[src/rtl/vid_pkg.sv]
// Shared encodings for the frame-buffer burst scheduler: source tags, FSM states
// and default burst lengths.
package vid_pkg;

    localparam logic [1:0] SRC_WR  = 2'd0;
    localparam logic [1:0] SRC_RD0 = 2'd1;
    localparam logic [1:0] SRC_RD1 = 2'd2;

    typedef enum logic [1:0] {
        ST_IDLE  = 2'd0,
        ST_ISSUE = 2'd1,
        ST_WAIT  = 2'd2
    } burstState_e;

    localparam int DEF_WR_LEN = 160;
    localparam int DEF_RD_LEN = 160;

    // Round-robin successor over the three sources (wr -> rd0 -> rd1 -> wr).
    function automatic logic [1:0] nextSrc(input logic [1:0] src);
        return (src >= SRC_RD1) ? SRC_WR : src + 2'd1;
    endfunction

endpackage

[src/rtl/vid_rr_pick3.sv]
// Combinational 3-way round-robin selector: first pending source at or after ptr.
module vid_rr_pick3
    import vid_pkg::*;
(
    input  logic [2:0] pend,
    input  logic [1:0] ptr,
    output logic [1:0] sel,
    output logic       any
);

    logic [1:0] cand0;
    logic [1:0] cand1;
    logic [1:0] cand2;

    always_comb begin
        cand0 = (ptr > SRC_RD1) ? SRC_WR : ptr;
        cand1 = nextSrc(cand0);
        cand2 = nextSrc(cand1);
        any   = |pend;
        if (pend[cand0])
            sel = cand0;
        else if (pend[cand1])
            sel = cand1;
        else if (pend[cand2])
            sel = cand2;
        else
            sel = SRC_WR;
    end

endmodule

[src/rtl/vid_fb_burst_scheduler.sv]
// Arbitrates the single PSRAM burst command port between the GB line writer and the
// blend/OSD line readers, one burst at a time, with done pulses and a stuck-burst timeout.
module vid_fb_burst_scheduler
    import vid_pkg::*;
#(
    parameter int ADDR_W  = 23,
    parameter int LEN_W   = 9,
    parameter int WR_LEN  = DEF_WR_LEN,
    parameter int RD_LEN  = DEF_RD_LEN,
    parameter int TIMEOUT = 4095
) (
    input  logic              hClk,
    input  logic              reset,
    input  logic              frame_start,
    input  logic              wr_req,
    input  logic [ADDR_W-1:0] wr_addr,
    input  logic              rd0_req,
    input  logic [ADDR_W-1:0] rd0_addr,
    input  logic              rd1_req,
    input  logic [ADDR_W-1:0] rd1_addr,
    input  logic              rd1_en,
    output logic              cmd_valid,
    input  logic              cmd_ready,
    output logic              cmd_write,
    output logic [ADDR_W-1:0] cmd_addr,
    output logic [LEN_W-1:0]  cmd_len,
    output logic [1:0]        cmd_src,
    input  logic              mem_done,
    output logic              done_wr,
    output logic              done_rd0,
    output logic              done_rd1,
    output logic              busy,
    output logic [7:0]        overrun_cnt,
    output logic              timeout_flag
);

    localparam int TMR_W = $clog2(TIMEOUT + 1);

    burstState_e       state;
    logic [2:0]        pend;
    logic [2:0]        pendNext;
    logic [2:0]        pendEff;
    logic [2:0]        reqHit;
    logic [2:0]        reqOk;
    logic [2:0]        reqOvr;
    logic [2:0]        inFlight;
    logic [1:0]        ovrInc;
    logic [1:0]        rrPtr;
    logic [1:0]        pickSel;
    logic              pickAny;
    logic [TMR_W-1:0]  timer;
    logic [ADDR_W-1:0] addrIn  [3];
    logic [ADDR_W-1:0] srcAddr [3];

    function automatic logic [7:0] satAdd(input logic [7:0] cnt, input logic [1:0] inc);
        logic [8:0] sum;
        sum = {1'b0, cnt} + {7'd0, inc};
        return sum[8] ? 8'hFF : sum[7:0];
    endfunction

    always_comb begin
        addrIn[0] = wr_addr;
        addrIn[1] = rd0_addr;
        addrIn[2] = rd1_addr;

        // busy implies cmd_src names the burst currently owned by the controller
        inFlight = 3'b000;
        if (busy)
            inFlight[cmd_src] = 1'b1;

        reqHit = {rd1_req & rd1_en, rd0_req, wr_req};
        reqOvr = reqHit & (pend | inFlight);
        reqOk  = reqHit & ~(pend | inFlight);
        ovrInc = 2'(reqOvr[0]) + 2'(reqOvr[1]) + 2'(reqOvr[2]);

        // Reads being flushed this cycle must not win the grant
        pendEff = pend & {rd1_en & ~frame_start, ~frame_start, 1'b1};

        pendNext = pend;
        if (state == ST_IDLE && pickAny)
            pendNext[pickSel] = 1'b0;
        if (frame_start)
            pendNext[2:1] = 2'b00;
        if (!rd1_en)
            pendNext[2] = 1'b0;
        pendNext = pendNext | reqOk;
    end

    vid_rr_pick3 uPick (
        .pend (pendEff),
        .ptr  (rrPtr),
        .sel  (pickSel),
        .any  (pickAny)
    );

    always_ff @(posedge hClk) begin
        for (int s = 0; s < 3; s++)
            if (reqOk[s])
                srcAddr[s] <= addrIn[s];
    end

    always_ff @(posedge hClk or posedge reset) begin
        if (reset) begin
            state        <= ST_IDLE;
            pend         <= 3'b000;
            rrPtr        <= SRC_WR;
            timer        <= '0;
            cmd_valid    <= 1'b0;
            cmd_write    <= 1'b0;
            cmd_addr     <= '0;
            cmd_len      <= '0;
            cmd_src      <= SRC_WR;
            done_wr      <= 1'b0;
            done_rd0     <= 1'b0;
            done_rd1     <= 1'b0;
            busy         <= 1'b0;
            overrun_cnt  <= 8'd0;
            timeout_flag <= 1'b0;
        end else begin
            pend        <= pendNext;
            overrun_cnt <= satAdd(overrun_cnt, ovrInc);
            done_wr     <= 1'b0;
            done_rd0    <= 1'b0;
            done_rd1    <= 1'b0;
            if (frame_start)
                timeout_flag <= 1'b0;

            case (state)
                ST_IDLE: begin
                    if (pickAny) begin
                        cmd_valid <= 1'b1;
                        cmd_src   <= pickSel;
                        cmd_write <= (pickSel == SRC_WR);
                        cmd_addr  <= srcAddr[pickSel];
                        cmd_len   <= (pickSel == SRC_WR) ? LEN_W'(WR_LEN) : LEN_W'(RD_LEN);
                        busy      <= 1'b1;
                        state     <= ST_ISSUE;
                    end
                end
                ST_ISSUE: begin
                    if (cmd_ready) begin
                        cmd_valid <= 1'b0;
                        timer     <= TMR_W'(TIMEOUT);
                        state     <= ST_WAIT;
                    end
                end
                ST_WAIT: begin
                    // A timed-out burst is abandoned but still reported as done
                    if (mem_done || timer == '0) begin
                        if (!mem_done)
                            timeout_flag <= 1'b1;
                        case (cmd_src)
                            SRC_WR:  done_wr  <= 1'b1;
                            SRC_RD0: done_rd0 <= 1'b1;
                            default: done_rd1 <= 1'b1;
                        endcase
                        rrPtr <= nextSrc(cmd_src);
                        busy  <= 1'b0;
                        state <= ST_IDLE;
                    end else begin
                        timer <= timer - TMR_W'(1);
                    end
                end
                default: state <= ST_IDLE;
            endcase
        end
    end

endmodule

[config.mk]
export PLATFORM = sky130hd
export DESIGN_NAME = vid_fb_burst_scheduler
export DESIGN_NICKNAME = d
export VERILOG_FILES = /design/src/rtl/vid_pkg.sv /design/src/rtl/vid_rr_pick3.sv /design/src/rtl/vid_fb_burst_scheduler.sv
export SDC_FILE = /design/constraint.sdc
export NUM_CORES = 1
export LEC_CHECK = 0
export BUFFER_PORTS_ARGS = -buffer_cell sky130_fd_sc_hd__buf_4
export CORE_ASPECT_RATIO = 1.75
export CORE_MARGIN = 2
export CORE_UTILIZATION = 48
export CTS_CLUSTER_SIZE = 25
export DETAILED_ROUTE_END_ITERATION = 8
export MAX_ROUTING_LAYER = met4
export PLACE_DENSITY = 0.75
export SYNTH_ARGS = -nofsm -noshare
export SYNTH_HDL_FRONTEND = slang
export SYNTH_SLANG_ARGS = --single-unit
export TNS_END_PERCENT = 20
[constraint.sdc]
create_clock -name hClk -period 2.85 [get_ports hClk]
set_clock_uncertainty 0.2 [all_clocks]
set_input_delay 0.285 -clock hClk [delete_from_list [all_inputs] [get_ports hClk]]
set_output_delay 0.285 -clock hClk [all_outputs]
set_load 0.1 [all_outputs]
======== Yosys cells after proc, flatten, opt, wreduce, memory -nomap -nowiden ========
Memory sizes are Yosys's and may differ from the RTL's. A register that Yosys moved wholly into a read port is not among the register bits.
Index checks and enable logic that the tools add are counted.
word-level totals
  bits in writable memories ............... 69
  output and inout port bits .............. 49
  input port bits ......................... 78
  register bits ........................... 37
  memories ................................ 1
  bits in read-only memories .............. 0
  word-level logic and storage cells ...... 123
  latch bits .............................. 0
cells by class
  multipliers ............................. 0
  magnitude comparators ................... 11
  equality and inequality tests ........... 7
  reductions and logical operators ........ 19
  bitwise gates (word level) .............. 11
  shifts and indexed selects .............. 0
  div/mod/pow operators ................... 0
  add/subtract/negate cells ............... 7
  multiplexer cells ....................... 53
memory list
  name     words  bits a word  read ports  clocked after memory_dff  wr ports  line                          RTL
  srcAddr  3      23           1           1                         3         vid_fb_burst_scheduler.sv:53  logic [ADDR_W-1:0] srcAddr [3];
operator list
  kind                                                                                  count
  1-bit two-way mux                                                                     28
  12-bit two-way mux                                                                    2
  12-bit case mux with 2 select lines                                                   1
  2-bit two-way mux                                                                     11
  2-bit by 3-bit less-than comparator with 1-bit output (second input constant)         5
  3-bit AND                                                                             4
  12-bit logical NOT                                                                    1
  3-bit AND reduction                                                                   4
  12-bit by 1-bit subtractor with 12-bit output (second input constant)                 1
  8-bit by 2-bit adder with 9-bit output                                                1
  8-bit two-way mux                                                                     1
  2-bit inequality test (second input constant)                                         4
  2-bit by 1-bit adder with 2-bit output (second input constant)                        3
  1-bit binary-select mux with 2-bit select                                             3
  2-bit greater-or-equal comparator (second input constant)                             3
  2-bit logical NOT                                                                     3
  3-bit two-way mux                                                                     2
  3-bit NOT                                                                             2
  3-bit bitwise OR                                                                      2
  2-bit case mux with 3 select lines                                                    1
  2-bit nonzero test                                                                    3
  1-bit demux with 2-bit select                                                         2
  2-bit by 1-bit equality test with 1-bit output (second input constant)                2
  2-bit by 1-bit greater-or-equal comparator with 1-bit output (second input constant)  2
  12 further kinds                                                                      17

======== Logic depth before layout (Yosys ltp) ========
Gate-level depths: netlist of run 1.
  depth in word-level cells ............... 21
  depth in mapped cells ................... 11
  gate-level depth less buffers ........... 11

======== Cells and area by module ========
From an unflattened synthesis of run 1, not the netlist that was laid out.
unflattened totals
  cells, all modules ...................... 417
  area total of the unflattened synthesis .. 5328.9 µm²
by module, submodules not included
  module                  cells each  area an instance (µm²)  times used
  vid_fb_burst_scheduler  397         5183.7                  1
  vid_rr_pick3            20          145.1                   1

======== Worst setup path after synthesis of run 1 ========
No wires, ideal clock.
  path type ............................... flip-flop to flip-flop
  start point ............................. reg cmd_src[1]
  end point ............................... reg overrun_cnt[7]
  library setup time ...................... 0.126 ns
  required time ........................... 2.524 ns
  buffers on the path ..................... 0
  slack ................................... -0.444 ns
  arrival time ............................ 2.968 ns
  cell stages (with the launch flop) ...... 10
  cells stage by stage .................... dfrtp_1 > a31oi_1 > nand3b_1 > fa_1 > inv_1 > ha_1 > fa_1 > nand2_1 > nand2_1 > mux2_2
on the way
  longest elaborated chain between the ends .. 11
  elaborated cells on any way between the ends .. 12
  those cells by class .................... add/sub (3); order compare (2); mux (4); bitwise (2); reduce/logical (1)
RTL lines
  element                                                                                                                                                      line                           RTL
  start: declaration                                                                                                                                           vid_fb_burst_scheduler.sv:27   output logic [1:0] cmd_src,
  start signal: assignment                                                                                                                                     vid_fb_burst_scheduler.sv:132  cmd_src <= pickSel;
  2-bit by 3-bit less-than comparator with 1-bit output (not written as such) or 2-bit by 1-bit greater-or-equal comparator with 1-bit output (tied branches)  vid_fb_burst_scheduler.sv:69   inFlight[cmd_src] = 1'b1;
  1-bit logical AND (not written as such)                                                                                                                      vid_fb_burst_scheduler.sv:69
  1-bit two-way mux (not written as such)                                                                                                                      vid_fb_burst_scheduler.sv:69
  1-bit demux with 2-bit select (*)                                                                                                                            vid_fb_burst_scheduler.sv:69
  3-bit two-way mux (*)                                                                                                                                        vid_fb_burst_scheduler.sv:68   if (busy)
  3-bit bitwise OR (*)                                                                                                                                         vid_fb_burst_scheduler.sv:72   reqOvr = reqHit & (pend | inFlight);
  3-bit AND (*)                                                                                                                                                vid_fb_burst_scheduler.sv:72
  1-bit by 1-bit adder with 2-bit output                                                                                                                       vid_fb_burst_scheduler.sv:74   ovrInc = 2'(reqOvr[0]) + 2'(reqOvr[1]) + 2'(reqOvr[2]);
  2-bit by 1-bit adder with 2-bit output (*)                                                                                                                   vid_fb_burst_scheduler.sv:74
  8-bit by 2-bit adder with 9-bit output (*)                                                                                                                   vid_fb_burst_scheduler.sv:57   sum = {1'b0, cnt} + {7'd0, inc};
  8-bit two-way mux (*)                                                                                                                                        vid_fb_burst_scheduler.sv:58   return sum[8] ? 8'hFF : sum[7:0];
  end signal: assignment                                                                                                                                       vid_fb_burst_scheduler.sv:121  overrun_cnt <= satAdd(overrun_cnt, ovrInc);
  end: declaration                                                                                                                                             vid_fb_burst_scheduler.sv:33   output logic [7:0] overrun_cnt,
Every way passes the cells marked *; elsewhere a longest branch is shown, timed or not.
A chain may end at the register's enable or synchronous reset.

======== Worst setup path after layout of run 1 ========
  start point ............................. reg cmd_src[0]
  end point ............................... reg overrun_cnt[7]
The elaborated chain is that of the path after synthesis.

==> results of run 1 <==
-- critical path: cells and delay by family, from the launching register on --
family	cells	cell delay, ps
AOI/OAI and AO/OA	1	110
adders and majority gates	3	1070
buffers and inverters	2	140
DFF	1	430
muxes	1	260
and+or+nand+nor	3	340
-- metal layers --
layer | up-vias | part of all wire (%) | GRT usage, %
met2 | 159 | 58 | 48.04
met1 | 2085 | 36 | 27.61
met3 | 25 | 4.4 | 4.224
met5 | - | 0 | -
li1 | 1958 | - | -
met4 | 0 | 2.3 | 11.03
-- cell usage after synthesis, types with 3 or more instances --
master / instances / share of area, %
buf_4: 8 / 1.1
ha_1: 5 / 1.2
dfrtp_1: 60 / 28
edfxtp_1: 69 / 38
a221o_1: 23 / 4.2
o31ai_1: 6 / 0.83
or3_1: 6 / 0.69
buf_2: 7 / 0.65
nand2b_1: 6 / 0.69
a31oi_1: 24 / 2.8
nor2b_1: 6 / 0.69
nand3_1: 16 / 1.5
mux2_2: 3 / 0.62
a21o_1: 4 / 0.55
o21ai_0: 6 / 0.55
nor3_1: 6 / 0.55
nand2_1: 13 / 0.90
a21oi_1: 7 / 0.65
and2_1: 3 / 0.35
nor2_1: 9 / 0.62
or4_1: 4 / 0.55
inv_1: 37 / 2.6
clkbuf_1: 15 / 1.0
and3_1: 5 / 0.58
a41o_1: 23 / 4.2
-- state kept, by name (all words and copies together) (netlist names) --
signal and flops:
cmd_src 2, timer 12, pend 3, srcAddr 69, busy 1, rrPtr 2, cmd_len 1, cmd_write 1
state 2, cmd_addr 23, done_rd1 1, cmd_valid 1, overrun_cnt 8, timeout_flag 1, done_wr 1, done_rd0 1
-- cell families after synthesis --
logic type	after synthesis
compound gates	105
xor+xnor	4
fa+ha+maj	7
buf+inv	69
flops	129
mux	3
other cells	1
simple gates	90
-- area by class of cell --
cell class	instances	area (um2)	share of cell area, %
flip-flops and latches	129	3578	45.66
multi-input cells	216	1622	20.69
well taps	132	165.2	2.107
inverters	37	138.9	1.772
clock inverters	12	117.6	1.501
repair buffers	208	1779	22.70
clock buffers	20	436.7	5.572
-- worst max path at each step --
stage                          end  slack [ps]
floorplan           overrun_cnt[7]         -60
global placement    overrun_cnt[0]         230
detailed placement  overrun_cnt[1]         190
CTS                 overrun_cnt[1]         160
global route        overrun_cnt[0]         -10
finish              overrun_cnt[7]         180
-- stage by stage --
| stage | hold WS [ps] | area, um2 | cells | total power [uW] |
|---|---|---|---|---|
| floorplan | 179.5 | 5466 | 414 | 6163 |
| global placement | 203.9 | 6558 | 650 | 7266 |
| detailed placement | 218.9 | 6558 | 650 | 7371 |
| CTS | 34.51 | 7833 | 754 | 9496 |
| global route | 71.10 | 7838 | 754 | 9899 |
| finish | 46.31 | 7838 | 754 | 9499 |
-- timing repair --
action	in CTS	in global routing
hold endpoints to repair	97	0
hold buffers	72	0
buffers inserted	0	0
gates resized for setup	0	1
endpoints found under the setup margin	0	6
-- power breakdown --
group	internal, uW	switching, uW	leakage, uW	total [uW]
clock network	1270	762	0.000262	2030
registers	2520	329	0.00133	2850
logic	1320	3300	0.00180	4620
total	5110	4390	0.00340	9500
==> tab_implementation.tex, run 1 <==
\begin{tabular}{lr}
\hline
Metric & Value \\
\hline
\multicolumn{2}{l}{\textbf{Logic synthesis}} \\
Unique masters post-synth & 52 \\
Simple logic cell fraction of the synthesized area & 9.548\% \\
Synth Area in Adders & 1.891\% \\
Xor/xnor share of the synthesized area & 0.6458\% \\
Synthesized area per cell & 13.30 um2 \\
Post-synth ARST share & 46.51\% \\
Gate count of the mapped netlist & 408 \\
Main combinational cell family by area after synthesis & compound AO/OA/AOI/OAI gates \\
Main synth FF type & edfxtp\_1 \\
Seq cells post-synth & 129 \\
Fraction of synthesized area in multiplexers & 0.6227\% \\
Number of warnings reported in the yosys synthesis log & 0 \\
Compound-gate portion of the synthesized area & 15.84\% \\
Count of flip-flops with a built-in enable after synthesis & 69 \\
Post-synthesis sequential area ratio & 65.87\% \\
Post-Syn Area & 5425 um2 \\
\multicolumn{2}{l}{\textbf{Worst setup path}} \\
Worst setup path startpoint & cmd\_src[0] \\
Maximum single-stage delay on the critical path & 490 ps \\
Required time at the endpoint of the critical path & 2950 ps \\
Data arrival time of the critical path & 2770 ps \\
Worst reg-to-reg path cell count & 10 \\
Start of the worst register-to-register path & cmd\_src[0] \\
Register-to-register setup slack & 180 ps \\
CP endpoint kind & flop \\
Worst-path cell with the longest stage delay & fa\_1 \\
Kind of launch point of the worst setup path & flop \\
Biggest fanout along the worst timing path & 5 \\
Crit Reg-Reg Endpoint & overrun\_cnt[7] \\
Most prevalent standard cell on the critical path & inv\_1 \\
Category of the most critical setup path & reg2reg \\
Series of cell instances along the critical path & inv\_1, a31oi\_1, nand3b\_1, fa\_1, inv\_1, ha\_2, fa\_2, nand2\_2, nand2\_1, mux2\_4 \\
\multicolumn{2}{l}{\textbf{Timing}} \\
Count of final setup violators & 0 \\
Worst-margin pin slew & 633.4 ps \\
Achievable Freq & 375.2 MHz \\
Number of max-slew violations in the final report & 0 \\
Final hold vios & 0 \\
Tightest slew margin relative to the limit & 57.71\% \\
Setup slack after layout & 184.9 ps \\
Time the worst path needs with I/O delays and setup & 2665 ps \\
Aggregate negative setup slack & 0 ps \\
Final cycle utilization of the critical path & 93.51\% \\
\multicolumn{2}{l}{\textbf{Global route}} \\
Antenna violations before repair & 0 \\
Global-route wire length before repair & 23.28 mm \\
Pin count of the biggest net entering global routing & 35 \\
Vias in the first global route & 4489 \\
Global Route Usage Sum & 26.11\% \\
GRT overflow & 0 \\
\multicolumn{2}{l}{\textbf{Floorplan}} \\
Number of standard-cell rows in the floorplan & 51 \\
Die extent in y & 144.6 um \\
Core footprint & 11100 um2 \\
Number of ports placed on the die boundary & 127 \\
Floorplan die width & 84.37 um \\
Effective utilization at floorplan & 48.86\% \\
Die Outline Area & 12200 um2 \\
\multicolumn{2}{l}{\textbf{Hold path}} \\
Hold Crit Class & in2reg \\
Endpoint of the worst hold path & pend[2] \\
Worst hold path stage count & 4 \\
Worst Hold Launch & frame\_start \\
\multicolumn{2}{l}{\textbf{Detailed routing}} \\
Drt via density & 5.606 \\
Number of design rule violations left after detail routing & 0 \\
Antenna violation net count after detailed routing & 0 \\
Detail-routed net length per standard cell & 19.74 um \\
First-pass DRT Iterations & 4 \\
Routed vias & 4227 \\
Aggregate routed wire length & 14.89 mm \\
Initial detailed-routing violation count & 270 \\
\multicolumn{2}{l}{\textbf{Pwr}} \\
Largest voltage drop on the vdd net & 865.3 uV \\
Power density over the cells & 1212 nW/um2 \\
Static Leakage & 0.003397 uW \\
\multicolumn{2}{l}{\textbf{Place}} \\
Number of I/O port buffers & 119 \\
Placer's final routability congestion estimate & 0.8570 \\
HPWL after detailed placement & 9.085 mm \\
Worst slack at placement & 186.9 ps \\
\multicolumn{2}{l}{\textbf{Finish}} \\
Fraction of final layout cells with drive strength greater than 1 & 30.06\% \\
Antenna diodes & 0 \\
Most used cells in the layout excluding fill and tap cells & 133 x buf\_4, 72 x dlygate4sd3\_1, 69 x edfxtp\_1, 56 x dfrtp\_1, 36 x inv\_1 \\
FILL cells & 780 \\
Number of nets in the layout & 694 \\
Final core utilization & 70.59\% \\
Synthesis-to-layout area growth & 44.47\% \\
Most common cell after layout, fill and taps aside & buf\_4 \\
\multicolumn{2}{l}{\textbf{CTS}} \\
Source-to-sink clock delay at the later pin of the worst-skew pair & 420 ps \\
Maximum level of the CTS H-tree & 4 \\
TritonCTS clock tree & yes \\
Clock Tree Buf Depth & 2 \\
Clock Tree Root & clkbuf\_16 \\
Clock-pin slew reported for the worst setup and hold paths after clock tree synthesis & 50 ps \\
\# clock sinks & 129 \\
TritonCTS buffer count & 17 \\
\multicolumn{2}{l}{\textbf{Job}} \\
Total of max-cap violations & 0 \\
\multicolumn{2}{l}{\textbf{Run status}} \\
Result of the run & complete, no violations \\
\hline
\end{tabular}
No activity file was read; power rests on OpenSTA's default activity.
==> run 2: changes to the inputs <==
--- a/config.mk
+++ b/config.mk
@@ -8,7 +8,7 @@
 export BUFFER_PORTS_ARGS = -buffer_cell sky130_fd_sc_hd__buf_4
 export CORE_ASPECT_RATIO = 1.75
 export CORE_MARGIN = 2
-export CORE_UTILIZATION = 48
+export CORE_UTILIZATION = 50
 export CTS_CLUSTER_SIZE = 25
 export DETAILED_ROUTE_END_ITERATION = 8
 export MAX_ROUTING_LAYER = met4
==> constraint.sdc (replaced) <==
create_clock -name hClk -period 3.5 [get_ports hClk]
set_clock_uncertainty 0.2 [all_clocks]
set_input_delay 0.35 -clock hClk [delete_from_list [all_inputs] [get_ports hClk]]
set_output_delay 0.35 -clock hClk [all_outputs]
set_load 0.1 [all_outputs]
==> tab_implementation.tex, run 2 (same netlist as run 1, synthesis figures left out) <==
\begin{tabular}{lr}
\hline
Metric & Value \\
\hline
\multicolumn{2}{l}{\textbf{Pwr}} \\
Portion of total power attributed to the clock network & 22.0\% (+0.6 points) \\
Power density over the cells & 995.6 nW/um2 (-18\%) \\
Switching share of power & 45.93\% (-0.25 points) \\
Largest voltage drop on the vdd net & 672.6 uV (-22\%) \\
Static Leakage & 0.003395 uW (about the same) \\
Register share of total power & 30.0\% (about the same) \\
Combinational share of power & 48.0\% (-0.6 points) \\
Internal power summed over all cells & 4185 uW (-18\%) \\
Switching Power & 3555 uW (-19\%) \\
\multicolumn{2}{l}{\textbf{Floorplan}} \\
Die Outline Area & 11730 um2 (-3.9\%) \\
Floorplan die width & 82.74 um (-1.9\%) \\
Number of standard-cell rows in the floorplan & 50 (-2.0\%) \\
Die extent in y & 141.8 um (-2.0\%) \\
Number of ports placed on the die boundary & 127 (unchanged) \\
Core footprint & 10640 um2 (-4.2\%) \\
Effective utilization at floorplan & 51.01\% (+2.1 points) \\
\multicolumn{2}{l}{\textbf{Finish}} \\
Most common cell after layout, fill and taps aside & buf\_4 \\
Registers with the most flip-flops & srcAddr (69), cmd\_addr (23), timer (12) \\
Fraction of final layout cells with drive strength greater than 1 & 28.32\% (-1.7 points) \\
Number of nets in the layout & 690 (-0.58\%) \\
Synthesis-to-layout area growth & 43.31\% \\
Largest register FFs & 69 (unchanged) \\
Register with the highest flop count & srcAddr \\
Most used cells in the layout excluding fill and tap cells & 132 x buf\_4, 71 x dlygate4sd3\_1, 69 x edfxtp\_1, 60 x dfrtp\_1, 36 x inv\_1 \\
FILL cells & 670 (-14\%) \\
Antenna diodes & 0 (unchanged) \\
\multicolumn{2}{l}{\textbf{Worst setup path}} \\
Required time at the endpoint of the critical path & 3580 ps (+630 ps) \\
Worst-path cell with the longest stage delay & fa\_1 \\
Biggest fanout along the worst timing path & 8 (+3) \\
Start of the worst register-to-register path & cmd\_src[1] \\
Data arrival time of the critical path & 2970 ps (+200 ps) \\
CP endpoint kind & flop \\
Register-to-register setup slack & 600 ps (+420 ps) \\
Maximum single-stage delay on the critical path & 500 ps (about the same) \\
Total buffers and inverters traversed by the critical path & 1 (-1) \\
Crit Reg-Reg Endpoint & overrun\_cnt[2] \\
Category of the most critical setup path & reg2reg \\
Series of cell instances along the critical path & nor2\_1, a21oi\_1, nand2b\_1, fa\_1, inv\_1, ha\_1, fa\_1, nand2\_1, nor2\_1, nand3\_1, nand2\_1 \\
Kind of cell adding the most delay to the critical path & adder cells \\
Kind of launch point of the worst setup path & flop \\
Worst reg-to-reg path cell count & 11 (+1) \\
\multicolumn{2}{l}{\textbf{Hold path}} \\
Worst Hold Launch & rd1\_en \\
Worst hold path stage count & 3 (-1) \\
Hold Crit Class & in2reg \\
Endpoint of the worst hold path & pend[2] \\
\multicolumn{2}{l}{\textbf{Global route}} \\
Global Route Usage Sum & 27.34\% (+1.2 points) \\
Antenna violations before repair & 0 (unchanged) \\
GRT overflow & 0 (unchanged) \\
Vias in the first global route & 4516 (+0.60\%) \\
Global-route wire length before repair & 22.62 mm (-2.8\%) \\
Pin count of the biggest net entering global routing & 34 (-2.9\%) \\
\multicolumn{2}{l}{\textbf{Place}} \\
Worst slack at placement & 644.3 ps (+457.4 ps) \\
Number of I/O port buffers & 119 (unchanged) \\
HPWL after detailed placement & 8.809 mm (-3.0\%) \\
Placer's final routability congestion estimate & 0.7858 (-8.3\%) \\
\multicolumn{2}{l}{\textbf{Timing}} \\
Achievable Freq & 345.2 MHz (-8.0\%) \\
Count of final setup violators & 0 (unchanged) \\
Unrepaired setup endpoints after global routing & no \\
Final cycle utilization of the critical path & 82.76\% (-11 points) \\
Setup slack after layout & 603.3 ps (+418.4 ps) \\
Time the worst path needs with I/O delays and setup & 2897 ps (+231.6 ps) \\
Final hold vios & 0 (unchanged) \\
Number of max-slew violations in the final report & 0 (unchanged) \\
Aggregate negative setup slack & 0 ps (unchanged) \\
Tightest slew margin relative to the limit & 39.78\% (-18 points) \\
Worst-margin pin slew & 903.3 ps (+269.9 ps) \\
\multicolumn{2}{l}{\textbf{Detailed routing}} \\
Initial detailed-routing violation count & 325 (+20\%) \\
Antenna violation net count after detailed routing & 0 (unchanged) \\
Routed vias & 4267 (+0.95\%) \\
Detail-routed net length per standard cell & 19.59 um (-0.79\%) \\
Number of design rule violations left after detail routing & 0 (unchanged) \\
First-pass DRT Iterations & 5 (+1) \\
Aggregate routed wire length & 14.65 mm (-1.6\%) \\
Drt via density & 5.705 (+1.8\%) \\
\multicolumn{2}{l}{\textbf{CTS}} \\
\# clock sinks & 129 (unchanged) \\
Clock-pin slew reported for the worst setup and hold paths after clock tree synthesis & 50 ps (about the same) \\
Source-to-sink clock delay at the later pin of the worst-skew pair & 410 ps (about the same) \\
Count of buffers added by post-CTS timing repair for setup & 0 (unchanged) \\
Clock Tree Root & clkbuf\_16 \\
Clock Tree Buf Depth & 2 (unchanged) \\
PostCTS Resize Cnt & 0 (unchanged) \\
TritonCTS clock tree & yes \\
TritonCTS buffer count & 17 (unchanged) \\
Maximum level of the CTS H-tree & 4 (unchanged) \\
\multicolumn{2}{l}{\textbf{Job}} \\
Total of max-cap violations & 0 (unchanged) \\
\multicolumn{2}{l}{\textbf{Run status}} \\
Result of the run & complete, no violations \\
\hline
\end{tabular}
run 2: per-layer routing:
| metal | up-vias | wire length, um | GRT usage [%] |
|---|---|---|---|
| met5 | - | 0 | - |
| met1 | 2076 | 5066 | 28.50 |
| met4 | 0 | 516 | 10.96 |
| met3 | 38 | 868 | 5.598 |
| met2 | 208 | 8202 | 48.77 |
| li1 | 1945 | - | - |
run 2: timing repair:
item	CTS	global route
endpoints found under the hold margin	97	0
hold buffers	71	0
setup endpoints to repair	0	0
run 2: power groups by stage:
stage / Sequential, uW / Clock [uW] / Combinational (uW)
3_3_place_gp: 2310 / 0 / 3550
5_1_grt: 2360 / 1790 / 3920
6_report: 2320 / 1700 / 3710
3_5_place_dp: 2330 / 0 / 3610
2_1_floorplan: 3710 / 0 / 1290
4_1_cts: 2310 / 1710 / 3690
run 2: per-stage QoR:
step                area, um2  instances  total power, uW  hold slack [ps]  utilization [%]
finish                   7775        748             7741            55.03            73.11
global route             7775        748             8073            60.94            73.11
CTS                      7775        748             7717            45.46            73.11
detailed placement       6489        645             5937            262.4            61.01
global placement         6489        645             5857            257.2            61.01
floorplan                5448        414             5002            244.5                -
run 2: worst max-delay path by stage:
| stage | slack [ps] | end | start | cells after the start |
|---|---|---|---|---|
| CTS | 590 | overrun_cnt[2] | cmd_src[1] | 11 |
| global placement | 720 | overrun_cnt[0] | cmd_src[1] | 11 |
| floorplan | 210 | overrun_cnt[7] | cmd_src[1] | 9 |
| finish | 600 | overrun_cnt[2] | cmd_src[1] | 11 |
| global route | 400 | overrun_cnt[2] | cmd_src[1] | 11 |
| detailed placement | 640 | overrun_cnt[5] | cmd_src[1] | 11 |
run 2: tightest hold or removal path, cell delays in order:
cell and delay, ps:
buf_4 130, nand3_1 80, o21bai_1 60
run 2: area by class of cell:
cell class                 count  area [um2]  area share [%]
sequential                   129        3573           45.96
timing repair buffer         204        1722           22.14
multi-input combinational    216        1603           20.61
clock buffer                  27       525.5           6.759
tap                          130       162.7           2.092
inverter                      37       138.9           1.786
clock inverter                 5       50.05          0.6437
